==> config.mk <==
export PLATFORM = sky130hd
export DESIGN_NAME = logic_op_unit
export DESIGN_NICKNAME = d
export VERILOG_FILES = /design/src/rtl/logic_op_unit.sv
export SDC_FILE = /design/constraint.sdc
export NUM_CORES = 1
export LEC_CHECK = 0
export CELL_PAD_IN_SITES_DETAIL_PLACEMENT = 0
export CELL_PAD_IN_SITES_GLOBAL_PLACEMENT = 1
export CORE_MARGIN = 4
export CORE_UTILIZATION = 23
export CTS_BUF_LIST = sky130_fd_sc_hd__clkbuf_8
export DETAILED_ROUTE_END_ITERATION = 6
export GPL_TIMING_DRIVEN = 1
export PLACE_DENSITY = 0.51
export SETUP_SLACK_MARGIN = 0.2
export SYNTH_ARGS = -nofsm -noshare
export SYNTH_HDL_FRONTEND = slang
export SYNTH_SLANG_ARGS = --single-unit
==> constraint.sdc <==
create_clock -name clk -period 3.21 [get_ports clk]
set_input_delay 0.4815 -clock clk [delete_from_list [all_inputs] [get_ports clk]]
set_output_delay 0.4815 -clock clk [all_outputs]
set_load 0.005 [all_outputs]
==> src/rtl/logic_op_unit.sv <==
// logic_op_unit: eight bitwise gate functions on WIDTH-bit operands, with a
// single-entry valid/ready result register. Manual mode runs one operation per
// input handshake. Sweep mode cycles through all eight functions, holding each
// for DWELL cycles, which is intended for LED demos on a board.
//
//   state  | meaning
//   MANUAL | one operation per in_valid/in_ready handshake
//   SWEEP  | auto-step through ops 0..7, one result per dwell period
//
// Function codes: 0 NAND, 1 AND, 2 NOR, 3 OR, 4 XOR, 5 XNOR, 6 BUF a, 7 NOT a
module logic_op_unit #(
  parameter int WIDTH = 8,
  parameter int DWELL = 50000000,
  parameter int CNT_W = $clog2(DWELL)
) (
  input  logic             clk,
  input  logic             rst,
  input  logic [WIDTH-1:0] a,
  input  logic [WIDTH-1:0] b,
  input  logic [2:0]       op_sel,
  input  logic             auto_en,
  input  logic             in_valid,
  output logic             in_ready,
  output logic [WIDTH-1:0] result,
  output logic [2:0]       result_op,
  output logic             out_valid,
  input  logic             out_ready,
  output logic [2:0]       cur_op
);

  typedef enum logic {
    MANUAL = 1'b0,
    SWEEP  = 1'b1
  } state_t;

  localparam logic [CNT_W-1:0] CNT_LAST = CNT_W'(DWELL - 1);

  state_t           state, state_nxt;
  logic [CNT_W-1:0] cnt, cnt_nxt;
  logic [2:0]       cur_op_nxt;
  logic [WIDTH-1:0] result_nxt;
  logic [2:0]       result_op_nxt;
  logic             out_valid_nxt;
  logic             free;

  function automatic logic [WIDTH-1:0] apply_op(input logic [2:0]       op,
                                                input logic [WIDTH-1:0] x,
                                                input logic [WIDTH-1:0] y);
    logic [WIDTH-1:0] r;
    case (op)
      3'd0:    r = ~(x & y);
      3'd1:    r = x & y;
      3'd2:    r = ~(x | y);
      3'd3:    r = x | y;
      3'd4:    r = x ^ y;
      3'd5:    r = ~(x ^ y);
      3'd6:    r = x;
      default: r = ~x;
    endcase
    return r;
  endfunction

  // A result can be replaced in the same cycle it is consumed.
  assign free = ~out_valid | out_ready;

  // Next-state, dwell timing, output-register load and handshake.
  always_comb begin
    state_nxt     = state;
    cnt_nxt       = cnt;
    cur_op_nxt    = cur_op;
    result_nxt    = result;
    result_op_nxt = result_op;
    out_valid_nxt = out_valid & ~out_ready;
    in_ready      = 1'b0;
    case (state)
      MANUAL: begin
        in_ready = free & ~rst;
        if (in_valid && free) begin
          result_nxt    = apply_op(op_sel, a, b);
          result_op_nxt = op_sel;
          out_valid_nxt = 1'b1;
        end
        if (auto_en) begin
          state_nxt  = SWEEP;
          cnt_nxt    = '0;
          cur_op_nxt = 3'd0;
        end
      end
      SWEEP: begin
        if (!auto_en) begin
          state_nxt  = MANUAL;
          cnt_nxt    = '0;
          cur_op_nxt = 3'd0;
        end else if (cnt == CNT_LAST) begin
          // Stall at dwell end until the output register can take the result.
          if (free) begin
            result_nxt    = apply_op(cur_op, a, b);
            result_op_nxt = cur_op;
            out_valid_nxt = 1'b1;
            cur_op_nxt    = cur_op + 3'd1;
            cnt_nxt       = '0;
          end
        end else begin
          cnt_nxt = cnt + CNT_W'(1);
        end
      end
      default: state_nxt = MANUAL;
    endcase
  end

  // State and output registers with synchronous reset.
  always_ff @(posedge clk) begin
    if (rst) begin
      state     <= MANUAL;
      cnt       <= '0;
      cur_op    <= 3'd0;
      result    <= '0;
      result_op <= 3'd0;
      out_valid <= 1'b0;
    end else begin
      state     <= state_nxt;
      cnt       <= cnt_nxt;
      cur_op    <= cur_op_nxt;
      result    <= result_nxt;
      result_op <= result_op_nxt;
      out_valid <= out_valid_nxt;
    end
  end

endmodule

# Word-level counts from Yosys, hierarchy flattened
# Cells that the tools add are included.
# word_totals
ff_bits	42
input_bits	24
output_inout_bits	16
elab_cells	78
# op_classes
addsub	2
n_eq_ne	21
mux	29
n_bitwise	14
n_reduce_logical	6
# op_table
operator	count
8-bit case mux with 7 select lines	2
26-bit two-way mux	4
26-bit case mux with 2 select lines	1
8-bit two-way mux	4
8-bit NOT	4
26-bit by 1-bit adder with 26-bit output (second input constant)	1
26-bit equality test (second input constant)	1
3-bit two-way mux	8
3-bit equality test (second input constant)	6
8-bit case mux with 2 select lines	1
3-bit by 2-bit equality test with 1-bit output (second input constant)	4
3-bit case mux with 2 select lines	2
8-bit bitwise AND	1
8-bit bitwise OR	1
8-bit XOR	1
3-bit by 1-bit equality test with 1-bit output (second input constant)	2
3-bit zero test	2
1-bit two-way mux	6
2-bit != test (second input constant)	3
3-bit by 2-bit != test with 1-bit output (second input constant)	2
2-bit by 1-bit != test with 1-bit output (second input constant)	2
4-bit != test (second input constant)	1
1-bit NOT	4
4-bit AND reduction	1
7 further kinds	8

# Logic depth before layout (Yosys ltp)
# logic_depth
ltp_word	7
depth_mapped	10
depth_no_buf	7

# Least setup slack after synthesis
# OpenSTA, ideal clock, no wires.
# synth_path
kind	reg2reg
start	reg cur_op[2]
end	reg result[4]
setup_ns	0.080
t_arrival_ns	2.305
t_required_ns	3.130
setup_slack_ns	0.825
path_stages_with_launch	11
path_buffers	3
period_less_slack_ns	2.385
path_cell_list	dfxtp_1 clkbuf_1 inv_1 ha_1 clkbuf_1 nor4_1 clkbuf_1 a221oi_1 a32oi_1 a21oi_1 a211oi_2
# synth_via
elab_chain_cells	6
word_cells_on_any_way	12
classes_between	eq/ne: 6; mux: 5; reduce/logical: 1
# synth_lines
element	line	source
start: declaration	28	output logic [2:0] cur_op
start signal: assignment	123	cur_op <= cur_op_nxt;
3-bit equality test (tied with other cells)	50	case (op)
8-bit case mux with 7 select lines *	50	
8-bit two-way mux *	96	if (free) begin
8-bit two-way mux *	94	end else if (cnt == CNT_LAST) begin
8-bit two-way mux *	90	if (!auto_en) begin
8-bit case mux with 2 select lines *	75	case (state)
end signal: assignment	124	result <= result_nxt;
end: declaration	24	output logic [WIDTH-1:0] result,
# Every way passes the cells marked *; elsewhere a longest branch is shown, timed or not. The select of a mux whose other input is x is not followed.
# A chain may end at the register's enable or synchronous reset.

# Worst setup path in the final report
# layout_path
start	reg cnt[0]
end	reg cnt[17]
# layout_via
elab_chain_cells	4
word_cells_on_any_way	7
classes_between	add/sub: 1; eq/ne: 2; mux: 3; reduce/logical: 1
# layout_lines
element	line	source
start: declaration	39	logic [CNT_W-1:0] cnt, cnt_nxt;
start signal: assignment	122	cnt <= cnt_nxt;
26-bit by 1-bit adder with 26-bit output / 26-bit equality test (equally long branches)	104, 94	
26-bit two-way mux	94	
26-bit two-way mux	90	
26-bit case mux with 2 select lines	75	
# Parallel ways exist; a longest one is shown, timed or not.

==> results_dict.tcl <==
set metrics [dict create \
    ys_seq_elements 42 \
    synthArstFlopShare_pct 0 \
    fill_cells 1519 \
    skew_ns 0.00400 \
    critPathKind "flip-flop to flip-flop" \
    min_delay_path_depth 2 \
    worstMarginPinSlew_ns 0.745 \
    cts_tree "yes" \
    clock_latency_ns 0.30 \
    p_leak_uw 0.00143 \
    timing.rr.start "cnt[0]$_SDFFE_PP0P_" \
    synthTopCellsByArea "dfxtp_1 (25%), ha_1 (8.3%), a21oi_1 (4.7%), o21ai_0 (3.9%), inv_1 (3.6%)" \
    synth_edf_count 0 \
    die_h_um 128 \
    synth_area_um2 3300 \
    fp-row-count 43 \
    drc 0 \
    hold_slack_ns 0.507 \
    postCtsHoldBufs 0 \
    syn_nets 448 \
    clock_sinks 42 \
    dr.pass1.iters 4 \
    avgSynthCellArea_um2 8.20 \
    dp_hpwl_mm 7.14 \
    max-cap-violations 0 \
    first_global_vias 3020 \
    arrival_ns 2.72 \
    synth-main-ff-cell "dfxtp_1" \
    final_common_cell "dfxtp_1" \
    ir_drop_mv 0.157 \
    ff2ff_setup_slack_ns 0.67 \
    wirelength_mm 9.98 \
    rsz0062_at_grt "false" \
    routabilityCongestion 0.729 \
    post_cts_resized 0 \
    grt_overflow 0 \
    yosysUniqueCellTypes 57 \
    ff2ff_path_depth 7 \
    final_max_slew_viol_count 0 \
    num_antenna_cells 0 \
    ios 40 \
    setup_viol 0 \
    dieArea_um2 16300 \
    post-route-period-util_pct 79.0 \
    antenna_found_initial 0 \
    ys_seq_area_share_pct 25.5 \
    r2r_end "cnt[17]$_SDFFE_PP0P_" \
    run_status "finished clean" \
    post_cts.repair.setup_buffers 0 \
    die_x_um 128 \
    final_cell_mix "dfxtp_1 (42), clkdlybuf4s50_1 (39), inv_1 (32), a21oi_1 (31), nor2_1 (27)" \
    holdCritPathClass "flip-flop to flip-flop" \
    htreeDepth 2 \
    required_ns 3.40 \
    core_area_um2 14000 \
    grt_usage_pct 12.8 \
    grt_max_degree 28 \
    start_kind "flip-flop" \
    critPathCaptureType "flip-flop" \
    grt_pass1_wl_mm 16.8 \
    cts_buffers 5 \
    min_period_ns 2.54 \
    setup_tns_ns 0 \
    wl_per_cell_um 16.1 \
    routed_via_density 5.02 \
    yosys_warnings 0 \
    start_util_pct 23.6 \
    cts_root_buf "clkbuf_8" \
    cp_max_fo 20 \
    hold_start "cnt[19]$_SDFFE_PP0P_" \
    synth_cells 402 \
    fmax_ghz 0.394 \
    synth_largest_area_cell "dfxtp_1" \
    power_density_nw_per_um2 313 \
    hold_end "cnt[19]$_SDFFE_PP0P_" \
    max-slew-margin-rel_pct 49.8 \
    drtIter0Drc 257 \
    clock_path_buffers 2 \
    ant_nets 0 \
    nets 487 \
    synth_top_area_share_pct 25.5 \
    clk_pin_slew_ns 0.08 \
    finalHoldViolCount 0 \
    layout-drive-gt1-share_pct 13.8 \
    vias 3116 \
    syn_to_final_growth_pct 22.5 \
    portBuffers 39 \
]
## metrics by stage
stage | cells | worst slack, ns | cell area, µm² | total power (µW) | utilization [%]
floorplan | 402 | 0.825 | 3300 | 718 | -
CTS | 621 | 0.663 | 4040 | 1280 | 28.9
global placement | 614 | 0.590 | 3930 | 835 | 28.1
finish | 621 | 0.674 | 4040 | 1260 | 28.9
global route | 621 | 0.461 | 4040 | 1340 | 28.9
detailed placement | 614 | 0.565 | 3930 | 837 | 28.1
## cell families after synthesis
family	after synthesis	share of synthesized area [%]
xor gates and xnor gates	10	2.66
muxes	25	9.86
DFF	42	25.5
adders and majority gates	22	8.35
AOI/OAI and AO/OA	105	22.6
buffers and inverters	57	7.32
and+or+nand+nor	141	23.7
## cell type report
class	count	area [µm²]	area share [%]
multi-input combinational	303	2220	54.8
sequential	42	841	20.8
timing repair buffer	57	526	13.0
tap	180	225	5.57
inverter	32	120	2.97
clock buffer	6	82.6	2.04
clock inverter	1	30.0	0.743
## metal layers
layer  up-vias  track usage, %  routed length (µm)
met2        69            19.3                4200
met5         -               0                   0
met4         0            2.62                  98
met3         8            2.04                 479
li1       1554               -                   -
met1      1485            19.2                5200
## synth_stat cells (all sizes together), types with 2 or more instances
library cell	n
o311ai	3
a221oi	4
buf	8
ha	22
nor3b	2
nor2b	13
nor2	28
mux2	10
o211ai	4
a22oi	2
a311oi	5
mux2i	10
xnor2	4
a31oi	5
or2	3
a222oi	2
or4	5
and4	2
o21ai	26
nor4	6
or3b	3
mux4	5
nand3	11
and3	2
xor2	6
a211oi	8
o31ai	3
nand2	25
inv	32
a31o	2
nand2b	3
or3	14
nand4	13
clkbuf	17
a21oi	31
o32a	2
nor3	2
a32oi	3
dfxtp	42
and2	6
## worst max-delay path, stage by stage, from the launching register on
cell and delay [ns]:
dfxtp_1 0.43, ha_1 0.23, nand4_1 0.22, or4_4 0.61, o32a_4 0.43, or2b_1 0.16
buf_4 0.25, nor2_1 0.08
## registers in the layout, indices dropped and copies added (netlist names)
name and flops:
cnt 26, result 8, cur_op 3, result_op 3
out_valid 1, state 1
## power breakdown
group          switching [µW]  internal [µW]  total [µW]
combinational             134            140         274
clock                     192            249         442
sequential               12.3            536         548
## worst max path at each step
stage	startpoint	to	depth (start not counted)
floorplan	cur_op[2]$_SDFFE_PP0P_	result[4]$_SDFFE_PP0P_	10
global placement	op_sel[1]	result[1]$_SDFFE_PP0P_	7
detailed placement	a[2]	result[2]$_SDFFE_PP0P_	8
CTS	cnt[0]$_SDFFE_PP0P_	cnt[18]$_SDFFE_PP0P_	7
global route	cnt[0]$_SDFFE_PP0P_	result[0]$_SDFFE_PP0P_	7
finish	cnt[0]$_SDFFE_PP0P_	cnt[17]$_SDFFE_PP0P_	7
Power figures use the tool's default switching activity.
